===== src/rtl/sram_like_arbiter_pkg.sv =====
// Shared types for the sram-like arbiter: FSM state encoding, size codes,
// starvation-counter width and a small owner helper.
package sram_like_arbiter_pkg;

  // FSM states; encodings are fixed so waveforms match the bridge docs.
  typedef enum logic [2:0] {
    IDLE   = 3'd0,
    I_ADDR = 3'd1,
    I_DATA = 3'd2,
    D_ADDR = 3'd3,
    D_DATA = 3'd4
  } arb_state_e;

  // Which master currently owns the bus.
  typedef enum logic {
    PORT_INST = 1'b0,
    PORT_DATA = 1'b1
  } arb_port_e;

  // sram-like size field: byte count encoding.
  localparam logic [1:0] SIZE_B = 2'd0;
  localparam logic [1:0] SIZE_H = 2'd1;
  localparam logic [1:0] SIZE_W = 2'd2;

  // Width of the consecutive-data-grant counter.
  localparam int CNT_W = 3;

  // Owner of the bus for a given state. IDLE reports the inst port so the
  // slave-side mux parks on inst_* while nothing is granted.
  function automatic arb_port_e owner_of(arb_state_e s);
    return (s == D_ADDR || s == D_DATA) ? PORT_DATA : PORT_INST;
  endfunction

endpackage


===== src/rtl/sram_like_arbiter_if.sv =====
// One sram-like port. The arbiter uses the slave modport toward each CPU
// master and the master modport toward the sram-like-to-AXI bridge.
interface sram_like_arbiter_if #(
  parameter int AW = 32,
  parameter int DW = 32
);
  logic          req;
  logic          wr;
  logic [1:0]    size;
  logic [AW-1:0] addr;
  logic [DW-1:0] wdata;
  logic          addr_ok;
  logic          data_ok;
  logic [DW-1:0] rdata;

  modport master (
    output req, wr, size, addr, wdata,
    input  addr_ok, data_ok, rdata
  );

  modport slave (
    input  req, wr, size, addr, wdata,
    output addr_ok, data_ok, rdata
  );
endinterface


===== src/rtl/sram_like_arbiter_grant_sel.sv =====
// Grant selector for the arbiter's IDLE state. Data wins by default.
// With ARB_STARVE_GUARD_EN defined, a counter of consecutive data grants
// taken while inst_req is waiting forces one inst grant at STARVE_LIMIT.
module arb_grant_sel
  import sram_like_arbiter_pkg::*;
#(
  parameter int STARVE_LIMIT = 4
) (
  input  logic clk,
  input  logic rst,
  input  logic idle_i,
  input  logic inst_req_i,
  input  logic data_req_i,
  output logic gnt_inst_o,
  output logic gnt_data_o
);

`ifdef ARB_STARVE_GUARD_EN
  logic [CNT_W-1:0] cnt_q;
  logic             starve;

  // Inst has waited through STARVE_LIMIT data grants: let it through once.
  assign starve     = inst_req_i && data_req_i && (cnt_q == CNT_W'(STARVE_LIMIT));
  assign gnt_data_o = data_req_i && !starve;
  assign gnt_inst_o = inst_req_i && !gnt_data_o;

  // Count data grants taken over a pending inst request; any inst grant or
  // an idle cycle without inst_req restarts the count.
  always_ff @(posedge clk) begin
    if (rst) begin
      cnt_q <= '0;
    end else if (idle_i) begin
      if (!inst_req_i || gnt_inst_o) begin
        cnt_q <= '0;
      end else if (gnt_data_o) begin
        cnt_q <= cnt_q + 1'b1;
      end
    end
  end
`else
  logic unused_guard;

  // Strict data priority; no counter state exists in this build.
  assign gnt_data_o   = data_req_i;
  assign gnt_inst_o   = inst_req_i && !data_req_i;
  assign unused_guard = &{1'b0, clk, rst, idle_i, STARVE_LIMIT[0]};
`endif

endmodule


===== src/rtl/sram_like_arbiter.sv =====
// sram_like_arbiter: shares one sram-like bus between instruction fetch and
// load/store. One outstanding transaction; data has priority. Handshakes go
// back to the owning master only. Optional macro ARB_STARVE_GUARD_EN bounds
// how long a pending inst request can be starved by data traffic.
module sram_like_arbiter
  import sram_like_arbiter_pkg::*;
#(
  parameter int STARVE_LIMIT = 4,
  parameter int AW           = 32,
  parameter int DW           = 32
) (
  input  logic                clk,
  input  logic                rst,
  sram_like_arbiter_if.slave  inst_if,
  sram_like_arbiter_if.slave  data_if,
  sram_like_arbiter_if.master bus_if
);

  arb_state_e    state_q;
  arb_port_e     owner;
  logic          gnt_inst, gnt_data;
  logic          i_addr, i_data, d_addr, d_data;
  logic          own_req;
  logic          mux_wr;
  logic [1:0]    mux_size;
  logic [AW-1:0] mux_addr;
  logic [DW-1:0] mux_wdata;

  assign i_addr = (state_q == I_ADDR);
  assign i_data = (state_q == I_DATA);
  assign d_addr = (state_q == D_ADDR);
  assign d_data = (state_q == D_DATA);
  assign owner  = owner_of(state_q);

  arb_grant_sel #(
    .STARVE_LIMIT (STARVE_LIMIT)
  ) u_grant_sel (
    .clk        (clk),
    .rst        (rst),
    .idle_i     (state_q == IDLE),
    .inst_req_i (inst_if.req),
    .data_req_i (data_if.req),
    .gnt_inst_o (gnt_inst),
    .gnt_data_o (gnt_data)
  );

  // Slave-side request fields follow the owner; IDLE parks on inst_*.
  always_comb begin
    mux_wr    = inst_if.wr;
    mux_size  = inst_if.size;
    mux_addr  = inst_if.addr;
    mux_wdata = inst_if.wdata;
    own_req   = 1'b0;
    if (owner == PORT_DATA) begin
      mux_wr    = data_if.wr;
      mux_size  = data_if.size;
      mux_addr  = data_if.addr;
      mux_wdata = data_if.wdata;
    end
    // A request is only driven during the address phase, and only while the
    // owner still holds it; a dropped request leaves bus_req low.
    if (i_addr) own_req = inst_if.req;
    if (d_addr) own_req = data_if.req;
  end

  assign bus_if.req   = own_req;
  assign bus_if.wr    = mux_wr;
  assign bus_if.size  = mux_size;
  assign bus_if.addr  = mux_addr;
  assign bus_if.wdata = mux_wdata;

  // addr_ok is gated by the owner's req so a slave accept that coincides with
  // a dropped request is not reported to a master that no longer asks.
  assign inst_if.addr_ok = i_addr && inst_if.req && bus_if.addr_ok;
  assign data_if.addr_ok = d_addr && data_if.req && bus_if.addr_ok;

  // data_ok reaches the owner either in its data phase or in the same cycle
  // as the address accept; handshakes seen in IDLE are dropped.
  assign inst_if.data_ok = (i_data && bus_if.data_ok) ||
                           (inst_if.addr_ok && bus_if.data_ok);
  assign data_if.data_ok = (d_data && bus_if.data_ok) ||
                           (data_if.addr_ok && bus_if.data_ok);

  // Read data is shared; each master only looks at it with its own data_ok.
  assign inst_if.rdata = bus_if.rdata;
  assign data_if.rdata = bus_if.rdata;

  // Transaction FSM. Grants are registered, and completion always returns to
  // IDLE, which leaves one idle bus cycle between transactions.
  always_ff @(posedge clk) begin
    if (rst) begin
      state_q <= IDLE;
    end else begin
      case (state_q)
        IDLE: begin
          if (gnt_data)      state_q <= D_ADDR;
          else if (gnt_inst) state_q <= I_ADDR;
        end
        I_ADDR: begin
          if (!inst_if.req)        state_q <= IDLE;
          else if (bus_if.addr_ok) state_q <= bus_if.data_ok ? IDLE : I_DATA;
        end
        I_DATA: begin
          if (bus_if.data_ok) state_q <= IDLE;
        end
        D_ADDR: begin
          if (!data_if.req)        state_q <= IDLE;
          else if (bus_if.addr_ok) state_q <= bus_if.data_ok ? IDLE : D_DATA;
        end
        D_DATA: begin
          if (bus_if.data_ok) state_q <= IDLE;
        end
        default: state_q <= IDLE;
      endcase
    end
  end

endmodule


===== src/flat_wrapper.sv =====
// flat-port wrapper written by rule: the top's interface ports become plain ports
module sram_like_arbiter_flat import sram_like_arbiter_pkg::*;
#(
  parameter int STARVE_LIMIT = 4,
  parameter int AW           = 32,
  parameter int DW           = 32
)
  (clk, rst, inst_if_req, inst_if_wr, inst_if_size, inst_if_addr, inst_if_wdata, inst_if_addr_ok, inst_if_data_ok, inst_if_rdata, data_if_req, data_if_wr, data_if_size, data_if_addr, data_if_wdata, data_if_addr_ok, data_if_data_ok, data_if_rdata, bus_if_req, bus_if_wr, bus_if_size, bus_if_addr, bus_if_wdata, bus_if_addr_ok, bus_if_data_ok, bus_if_rdata);
  sram_like_arbiter_if #(.AW(AW), .DW(DW)) inst_if_i ();
  sram_like_arbiter_if #(.AW(AW), .DW(DW)) data_if_i ();
  sram_like_arbiter_if #(.AW(AW), .DW(DW)) bus_if_i ();
  input  logic clk;
  input  logic rst;
  input wire logic [$bits(inst_if_i.req)-1:0] inst_if_req;
  input wire logic [$bits(inst_if_i.wr)-1:0] inst_if_wr;
  input wire logic [$bits(inst_if_i.size)-1:0] inst_if_size;
  input wire logic [$bits(inst_if_i.addr)-1:0] inst_if_addr;
  input wire logic [$bits(inst_if_i.wdata)-1:0] inst_if_wdata;
  output wire logic [$bits(inst_if_i.addr_ok)-1:0] inst_if_addr_ok;
  output wire logic [$bits(inst_if_i.data_ok)-1:0] inst_if_data_ok;
  output wire logic [$bits(inst_if_i.rdata)-1:0] inst_if_rdata;
  input wire logic [$bits(data_if_i.req)-1:0] data_if_req;
  input wire logic [$bits(data_if_i.wr)-1:0] data_if_wr;
  input wire logic [$bits(data_if_i.size)-1:0] data_if_size;
  input wire logic [$bits(data_if_i.addr)-1:0] data_if_addr;
  input wire logic [$bits(data_if_i.wdata)-1:0] data_if_wdata;
  output wire logic [$bits(data_if_i.addr_ok)-1:0] data_if_addr_ok;
  output wire logic [$bits(data_if_i.data_ok)-1:0] data_if_data_ok;
  output wire logic [$bits(data_if_i.rdata)-1:0] data_if_rdata;
  output wire logic [$bits(bus_if_i.req)-1:0] bus_if_req;
  output wire logic [$bits(bus_if_i.wr)-1:0] bus_if_wr;
  output wire logic [$bits(bus_if_i.size)-1:0] bus_if_size;
  output wire logic [$bits(bus_if_i.addr)-1:0] bus_if_addr;
  output wire logic [$bits(bus_if_i.wdata)-1:0] bus_if_wdata;
  input wire logic [$bits(bus_if_i.addr_ok)-1:0] bus_if_addr_ok;
  input wire logic [$bits(bus_if_i.data_ok)-1:0] bus_if_data_ok;
  input wire logic [$bits(bus_if_i.rdata)-1:0] bus_if_rdata;
  assign inst_if_i.req = inst_if_req;
  assign inst_if_i.wr = inst_if_wr;
  assign inst_if_i.size = inst_if_size;
  assign inst_if_i.addr = inst_if_addr;
  assign inst_if_i.wdata = inst_if_wdata;
  assign inst_if_addr_ok = inst_if_i.addr_ok;
  assign inst_if_data_ok = inst_if_i.data_ok;
  assign inst_if_rdata = inst_if_i.rdata;
  assign data_if_i.req = data_if_req;
  assign data_if_i.wr = data_if_wr;
  assign data_if_i.size = data_if_size;
  assign data_if_i.addr = data_if_addr;
  assign data_if_i.wdata = data_if_wdata;
  assign data_if_addr_ok = data_if_i.addr_ok;
  assign data_if_data_ok = data_if_i.data_ok;
  assign data_if_rdata = data_if_i.rdata;
  assign bus_if_req = bus_if_i.req;
  assign bus_if_wr = bus_if_i.wr;
  assign bus_if_size = bus_if_i.size;
  assign bus_if_addr = bus_if_i.addr;
  assign bus_if_wdata = bus_if_i.wdata;
  assign bus_if_i.addr_ok = bus_if_addr_ok;
  assign bus_if_i.data_ok = bus_if_data_ok;
  assign bus_if_i.rdata = bus_if_rdata;
  sram_like_arbiter #(.STARVE_LIMIT(STARVE_LIMIT), .AW(AW), .DW(DW)) u_core (.clk(clk), .rst(rst), .inst_if(inst_if_i), .data_if(data_if_i), .bus_if(bus_if_i));
endmodule

===== config.mk =====
export PLATFORM = sky130hd
export DESIGN_NAME = sram_like_arbiter_flat
export DESIGN_NICKNAME = d
export VERILOG_FILES = /design/src/rtl/sram_like_arbiter_pkg.sv /design/src/rtl/sram_like_arbiter_if.sv /design/src/rtl/sram_like_arbiter_grant_sel.sv /design/src/rtl/sram_like_arbiter.sv /design/src/flat_wrapper.sv
export SDC_FILE = /design/constraint.sdc
export NUM_CORES = 1
export LEC_CHECK = 0
export CORE_AREA = 5 5 115 117
export CTS_CLUSTER_SIZE = 8
export DETAILED_ROUTE_END_ITERATION = 7
export DIE_AREA = 0 0 120 122
export PLACE_DENSITY = 0.7
export SYNTH_ARGS = -nofsm -noshare
export SYNTH_HDL_FRONTEND = slang
export SYNTH_HIERARCHICAL = 1
export SYNTH_SLANG_ARGS = --single-unit
export TNS_END_PERCENT = 50

===== constraint.sdc =====
create_clock -name clk -period 3.5 [get_ports clk]
set_input_delay 0.525 -clock clk [delete_from_list [all_inputs] [get_ports clk]]
set_output_delay 0.525 -clock clk [all_outputs]
set_load 0.005 [all_outputs]

==> results.json, run 1 <==
{
  "drt-initial-drc-count": 46,
  "port-buffer-count": 211,
  "grt_antenna_before_repair": 0,
  "ios": 308,
  "top_register": "u_core/state_q",
  "core_sq_um": 12300,
  "synth_xor_xnor_area_share_pct": 0,
  "largestRegisters": "u_core/state_q x3",
  "synth_top_family_by_area": "multiplexers",
  "crit_chain": "nor2b_1, a21oi_4, buf_4, mux2_2, clkdlybuf4s50_1",
  "dr.pass1.iters": 4,
  "peakVddDrop_uv": 207,
  "setup_viol": 0,
  "synth.distinct_cells": 25,
  "grt_first_pass_wirelength_um": 10100,
  "clock_latency_ns": 0.22,
  "synthAdderAreaFrac_pct": 0,
  "first_global_vias": 2072,
  "totalWireLength_um": 7120,
  "slowest_stage": "dfxtp_1",
  "slew_viol_final": 0,
  "dpl.hpwl_um": 6180,
  "yosys_register_bits": 3,
  "regArea_sq_um": 60.1,
  "ys_warn_count": 6,
  "critical_path_depth": 5,
  "largest_reg_flops": 3,
  "die_area_sq_um": 14600,
  "muxShareOfSynthArea_pct": 51.1,
  "max-cap-violations": 0,
  "period_share_pct": 81.7,
  "reg2regPathDepth": 4,
  "synth_nets": 348,
  "status": "completed",
  "worstPathArrival_ns": 2.33,
  "layout_min_cycle_time_ns": 2.86,
  "max_freq_ghz": 0.350,
  "nFillCells": 1263,
  "num_antenna_cells": 0,
  "cts_sinks": 3,
  "tightest_slew_ns": 0.532,
  "required_ns": 2.97,
  "max_stage_delay_ns": 0.49,
  "synth.avg_cell_area_sq_um": 9.64,
  "synth_area_sq_um": 1700,
  "power_density_nw_per_um2": 209,
  "layout_common_cells": "clkdlybuf4s50_1, mux2_2, mux2_4",
  "numCtsBuffers": 3,
  "worstSetupPathType": "flip-flop to output port",
  "nets": 492,
  "grt_max_degree": 39,
  "p_leak_nw": 1.41,
  "die_h_um": 122,
  "overflow": 0,
  "ant_nets": 0,
  "wl_met2_um": 3440,
  "yosysSeqAreaShare_pct": 3.54,
  "gp_congestion": 0.786,
  "rsz0062_at_grt": "false",
  "drive_gt1_share_pct": 23.5,
  "synth-compound-area-share_pct": 4.87,
  "area_delta_synth_final_pct": 109,
  "end_kind": "output port",
  "cts-htree-levels": 1,
  "final_common_cell": "clkdlybuf4s50_1",
  "wl_per_cell_um": 15.2,
  "cts_tree": "yes",
  "drc": 0,
  "crit_buf_inv": 2,
  "multi_input_area_sq_um": 1080,
  "rows": 41,
  "vias": 1826,
  "post_cts_buffers": 0,
  "start_util_pct": 13.8,
  "clk_pin_slew_ns": 0.03,
  "min_path_cells": 2,
  "viasPerCell": 3.89,
  "setup_tns_ns": 0,
  "top_layer": "met4",
  "max-slew-margin-rel_pct": 64.3,
  "cts_root_buf": "clkbuf_16",
  "critical_path.top_delay_family": "buffers and inverters",
  "critPathLaunchType": "flip-flop",
  "met3_length_um": 1010,
  "synthSimpleGateAreaFrac_pct": 7.37,
  "fin_cells": 469,
  "clk_path_buf_depth": 2,
  "hold_viol": 0,
  "cts_hold_buf": 0,
  "holdCritPathClass": "flip-flop to flip-flop",
  "grt_usage_pct": 8.55,
  "worstPathMaxFanout": 38,
  "die_w_um": 120,
  "dp_cells": 465,
  "synthCells": 176,
  "cts-resized-gates": 0,
  "fin_skew_ns": 0.0000736,
  "wl_met1_um": 2560
}
-- cell type report --
cell class	instances	share of cell area (%)
well taps	150	5.30
flip-flops and latches	3	1.70
inverters	1	0.106
clock buffers	4	2.23
multi-input cells	98	30.6
repair buffers	213	60.1
-- kinds of logic (layout without fill, tap and decap cells) --
| family | count (synthesis) | in the layout |
|---|---|---|
| and+or+nand+nor | 20 | 20 |
| muxes | 67 | 67 |
| DFF | 3 | 3 |
| AOI/OAI and AO/OA | 11 | 11 |
| buffers and inverters | 75 | 218 |
-- where the power goes --
group,internal (mW),switching (mW),total [mW]
combinational,0.368,0.137,0.505
sequential,0.0395,0.0123,0.0518
clock,0.150,0.0318,0.182
total,0.558,0.182,0.739
-- synth_stat cells (all sizes together) --
| master | count | area [sq um] |
|---|---|---|
| buf | 74 | 558 |
| mux2 | 67 | 867 |
| nor2b | 4 | 32.5 |
| dfxtp | 3 | 60.1 |
| nor2 | 3 | 11.3 |
| nor3 | 3 | 15.0 |
| a21oi | 2 | 13.8 |
| nand2 | 2 | 7.51 |
| nand2b | 2 | 12.5 |
| nand3b | 2 | 15.0 |
| o21a | 2 | 15.0 |
| o21ai | 2 | 10.0 |
| o41ai | 2 | 17.5 |
| or3 | 2 | 12.5 |
| a211oi | 1 | 7.51 |
| a2bb2oi | 1 | 8.76 |
| and2 | 1 | 6.26 |
| inv | 1 | 3.75 |
| nor3b | 1 | 12.5 |
| o311a | 1 | 10.0 |
-- per-stage QoR --
stage                     cell area [sq um]  util, %  setup WS [ns]  total power [mW]  hold slack, ns
final                                  3540     28.9          0.642             0.739           0.633
after global routing                   3540     28.9          0.532             0.778           0.664
after CTS                              3540     28.9          0.648             0.747           0.625
after detailed placement               3460     28.2          0.898             0.559           0.615
after global placement                 3460     28.2          0.963             0.554           0.559
after floorplan                        1700        -           1.59             0.294           0.558
-- routing by layer --
| layer | global-route usage (%) | vias to the layer above |
|---|---|---|
| li1 | - | 832 |
| met1 | 8.88 | 804 |
| met2 | 14.9 | 177 |
| met3 | 4.27 | 13 |
| met4 | 3.15 | 0 |
| met5 | 0 | - |
-- path summary, 6_finish.rpt --
path / startpoint / to / slack, ns
worst min-delay path: u_core/state_q[2]$_SDFFE_PP0P_ / u_core/state_q[2]$_SDFFE_PP0P_ / 0.63
worst max register to register: u_core/state_q[0]$_SDFFE_PP0P_ / u_core/state_q[1]$_SDFFE_PP0P_ / 1.99
worst min register to register: u_core/state_q[2]$_SDFFE_PP0P_ / u_core/state_q[2]$_SDFFE_PP0P_ / 0.63
worst max-delay path: u_core/state_q[2]$_SDFFE_PP0P_ / bus_if_wdata[13] / 0.64
-- worst reg2reg max path, stage by stage (launching register included) --
cell      delay [ns]
dfxtp_1         0.51
nand2b_1        0.14
a211oi_1        0.50
o21ai_0         0.18
o41ai_1         0.08
Power figures use the tool's default switching activity.
==> run 2, diff against run 1 <==
Settings changed: CORE_AREA 5 5 115 117 to 5 5 116 118, DIE_AREA 0 0 120 122 to 0 0 121 123, PLACE_DENSITY 0.7 to 0.71.
Clock period 3.5 ns to 2.5 ns, I/O delays scaled along.
==> results.json, run 2 (synthesis gave the netlist of run 1 again) <==
{
  "status": "completed",
  "numCtsBuffers": 3,
  "num_antenna_cells": 0,
  "layout_common_cells": "clkdlybuf4s50_1, mux2_2, mux2_4",
  "clock_latency_ns": 0.23,
  "gp_congestion": 0.847,
  "peakVddDrop_uv": 237,
  "drt-initial-drc-count": 33,
  "final_common_cell": "clkdlybuf4s50_1",
  "layout_min_cycle_time_ns": 2.43,
  "nets": 502,
  "cts_tree": "yes",
  "holdCritPathClass": "flip-flop to flip-flop",
  "totalWireLength_um": 8690,
  "largestRegisters": "u_core/state_q x3",
  "hold_viol": 0,
  "fin_skew_ns": 0.00475,
  "preCtsSetupSlack_ns": 0.145,
  "wl_per_cell_um": 17.3,
  "area_delta_synth_final_pct": 121,
  "postPlaceCellArea_sq_um": 3530,
  "critPathLaunchType": "flip-flop",
  "rows": 41,
  "overflow": 0,
  "cts-htree-levels": 1,
  "worst_slack_ns": 0.0706,
  "dpl.hpwl_um": 7080,
  "worstSetupPathType": "flip-flop to output port",
  "grt_first_pass_wirelength_um": 11500,
  "start_util_pct": 13.7,
  "core_sq_um": 12400,
  "port-buffer-count": 211,
  "top_register": "u_core/state_q",
  "setup_viol": 0,
  "drc": 0,
  "multi_input_area_sq_um": 1100,
  "worstPathArrival_ns": 2.05,
  "die_h_um": 123,
  "max_freq_ghz": 0.412,
  "ant_nets": 0,
  "slew_viol_final": 0,
  "die_area_sq_um": 14900,
  "nFillCells": 1283,
  "dr.pass1.iters": 4,
  "grt_max_degree": 31,
  "power_density_nw_per_um2": 295,
  "min_path_cells": 1,
  "p_leak_nw": 1.52,
  "max-cap-violations": 0,
  "grt_antenna_before_repair": 0,
  "largest_reg_flops": 3,
  "clk_path_buf_depth": 2,
  "clk_pin_slew_ns": 0.03,
  "required_ns": 2.12,
  "vias": 1855,
  "worst_hold_slack_ns": 0.528,
  "die_w_um": 121,
  "drive_gt1_share_pct": 26.7,
  "cts_root_buf": "clkbuf_16",
  "first_global_vias": 2045,
  "reg2regPathDepth": 5,
  "period_share_pct": 97.2,
  "regArea_sq_um": 65.1,
  "fin_util_pct": 30.4,
  "design_area_sq_um": 3750,
  "end_kind": "output port",
  "max-slew-margin-rel_pct": 69.0,
  "grt_usage_pct": 10.0,
  "worstPathMaxFanout": 10,
  "rsz0062_at_grt": "false",
  "viasPerCell": 3.70,
  "ios": 308,
  "tightest_slew_ns": 0.462,
  "setup_tns_ns": 0,
  "cts_sinks": 3
}
-- run 2: cell types whose count changed in the layout (fill, tap and decap cells not counted), sizes merged --
cell / change
dlygate4sd2: +7
buf: +7
clkbuf: +3
clkdlybuf4s50: -7
-- run 2: cell type report --
cell class / instances / share of cell area, %
clock buffers: 4 / 2.10
inverters: 1 / 0.100
multi-input cells: 98 / 29.2
flip-flops and latches: 3 / 1.73
well taps: 172 / 5.73
repair buffers: 223 / 61.1
-- run 2: path summary, 6_finish.rpt --
check                                      start                              to  slack, ns
hold reg to reg   u_core/state_q[2]$_SDFFE_PP0P_  u_core/state_q[2]$_SDFFE_PP0P_       0.53
hold / removal    u_core/state_q[2]$_SDFFE_PP0P_  u_core/state_q[2]$_SDFFE_PP0P_       0.53
setup / recovery  u_core/state_q[1]$_SDFFE_PP0P_                 bus_if_addr[29]       0.07
setup reg to reg  u_core/state_q[0]$_SDFFE_PP0P_  u_core/state_q[1]$_SDFFE_PP0P_       1.05
-- run 2: report_power, final --
part | total [mW] | switching (mW) | internal, mW
Sequential | 0.0679 | 0.0129 | 0.0550
Combinational | 0.778 | 0.225 | 0.554
Clock | 0.261 | 0.0499 | 0.211
Total | 1.11 | 0.288 | 0.820
-- run 2: routing by layer --
metal  part of all wire, %  vias up  GRT usage [%]
met5                     0        -              0
met4                   1.5        0           2.34
met3                    11       14           3.80
met2                    49      142           17.7
met1                    38      841           11.5
li1                      -      858              -
-- run 2: stage by stage --
| step | std cells | power [mW] |
|---|---|---|
| 3_3_place_gp | 489 | 0.799 |
| 5_1_grt | 501 | 1.17 |
| 6_report | 501 | 1.11 |
| 4_1_cts | 496 | 1.09 |
| 2_1_floorplan | 176 | 0.412 |
| 3_5_place_dp | 489 | 0.808 |
-- run 2: timing repair --
| item | 4_1_cts | 5_1_grt |
|---|---|---|
| buffers inserted | 2 | 2 |
| gates resized for setup | 9 | 6 |
| cloned | 1 | 3 |
| setup endpoints to repair | 52 | 60 |
| hold buffers | 0 | 0 |
| pin swaps | 1 | 1 |
| endpoints found under the hold margin | 0 | 0 |
-- run 2: critical path, cell delays in order (launching register included) --
cell,delay (ns)
dfxtp_2,0.42
nor2b_4,0.21
a21oi_4,0.08
buf_4,0.16
clkbuf_16,0.17
mux2_4,0.31
clkdlybuf4s50_1,0.46
==> run 3, diff against run 2 <==
Settings changed: SLEW_MARGIN from default to 25.
==> results of run 3 <==
Same layout as run 2: the final DEF is identical, and so are final timing and power.
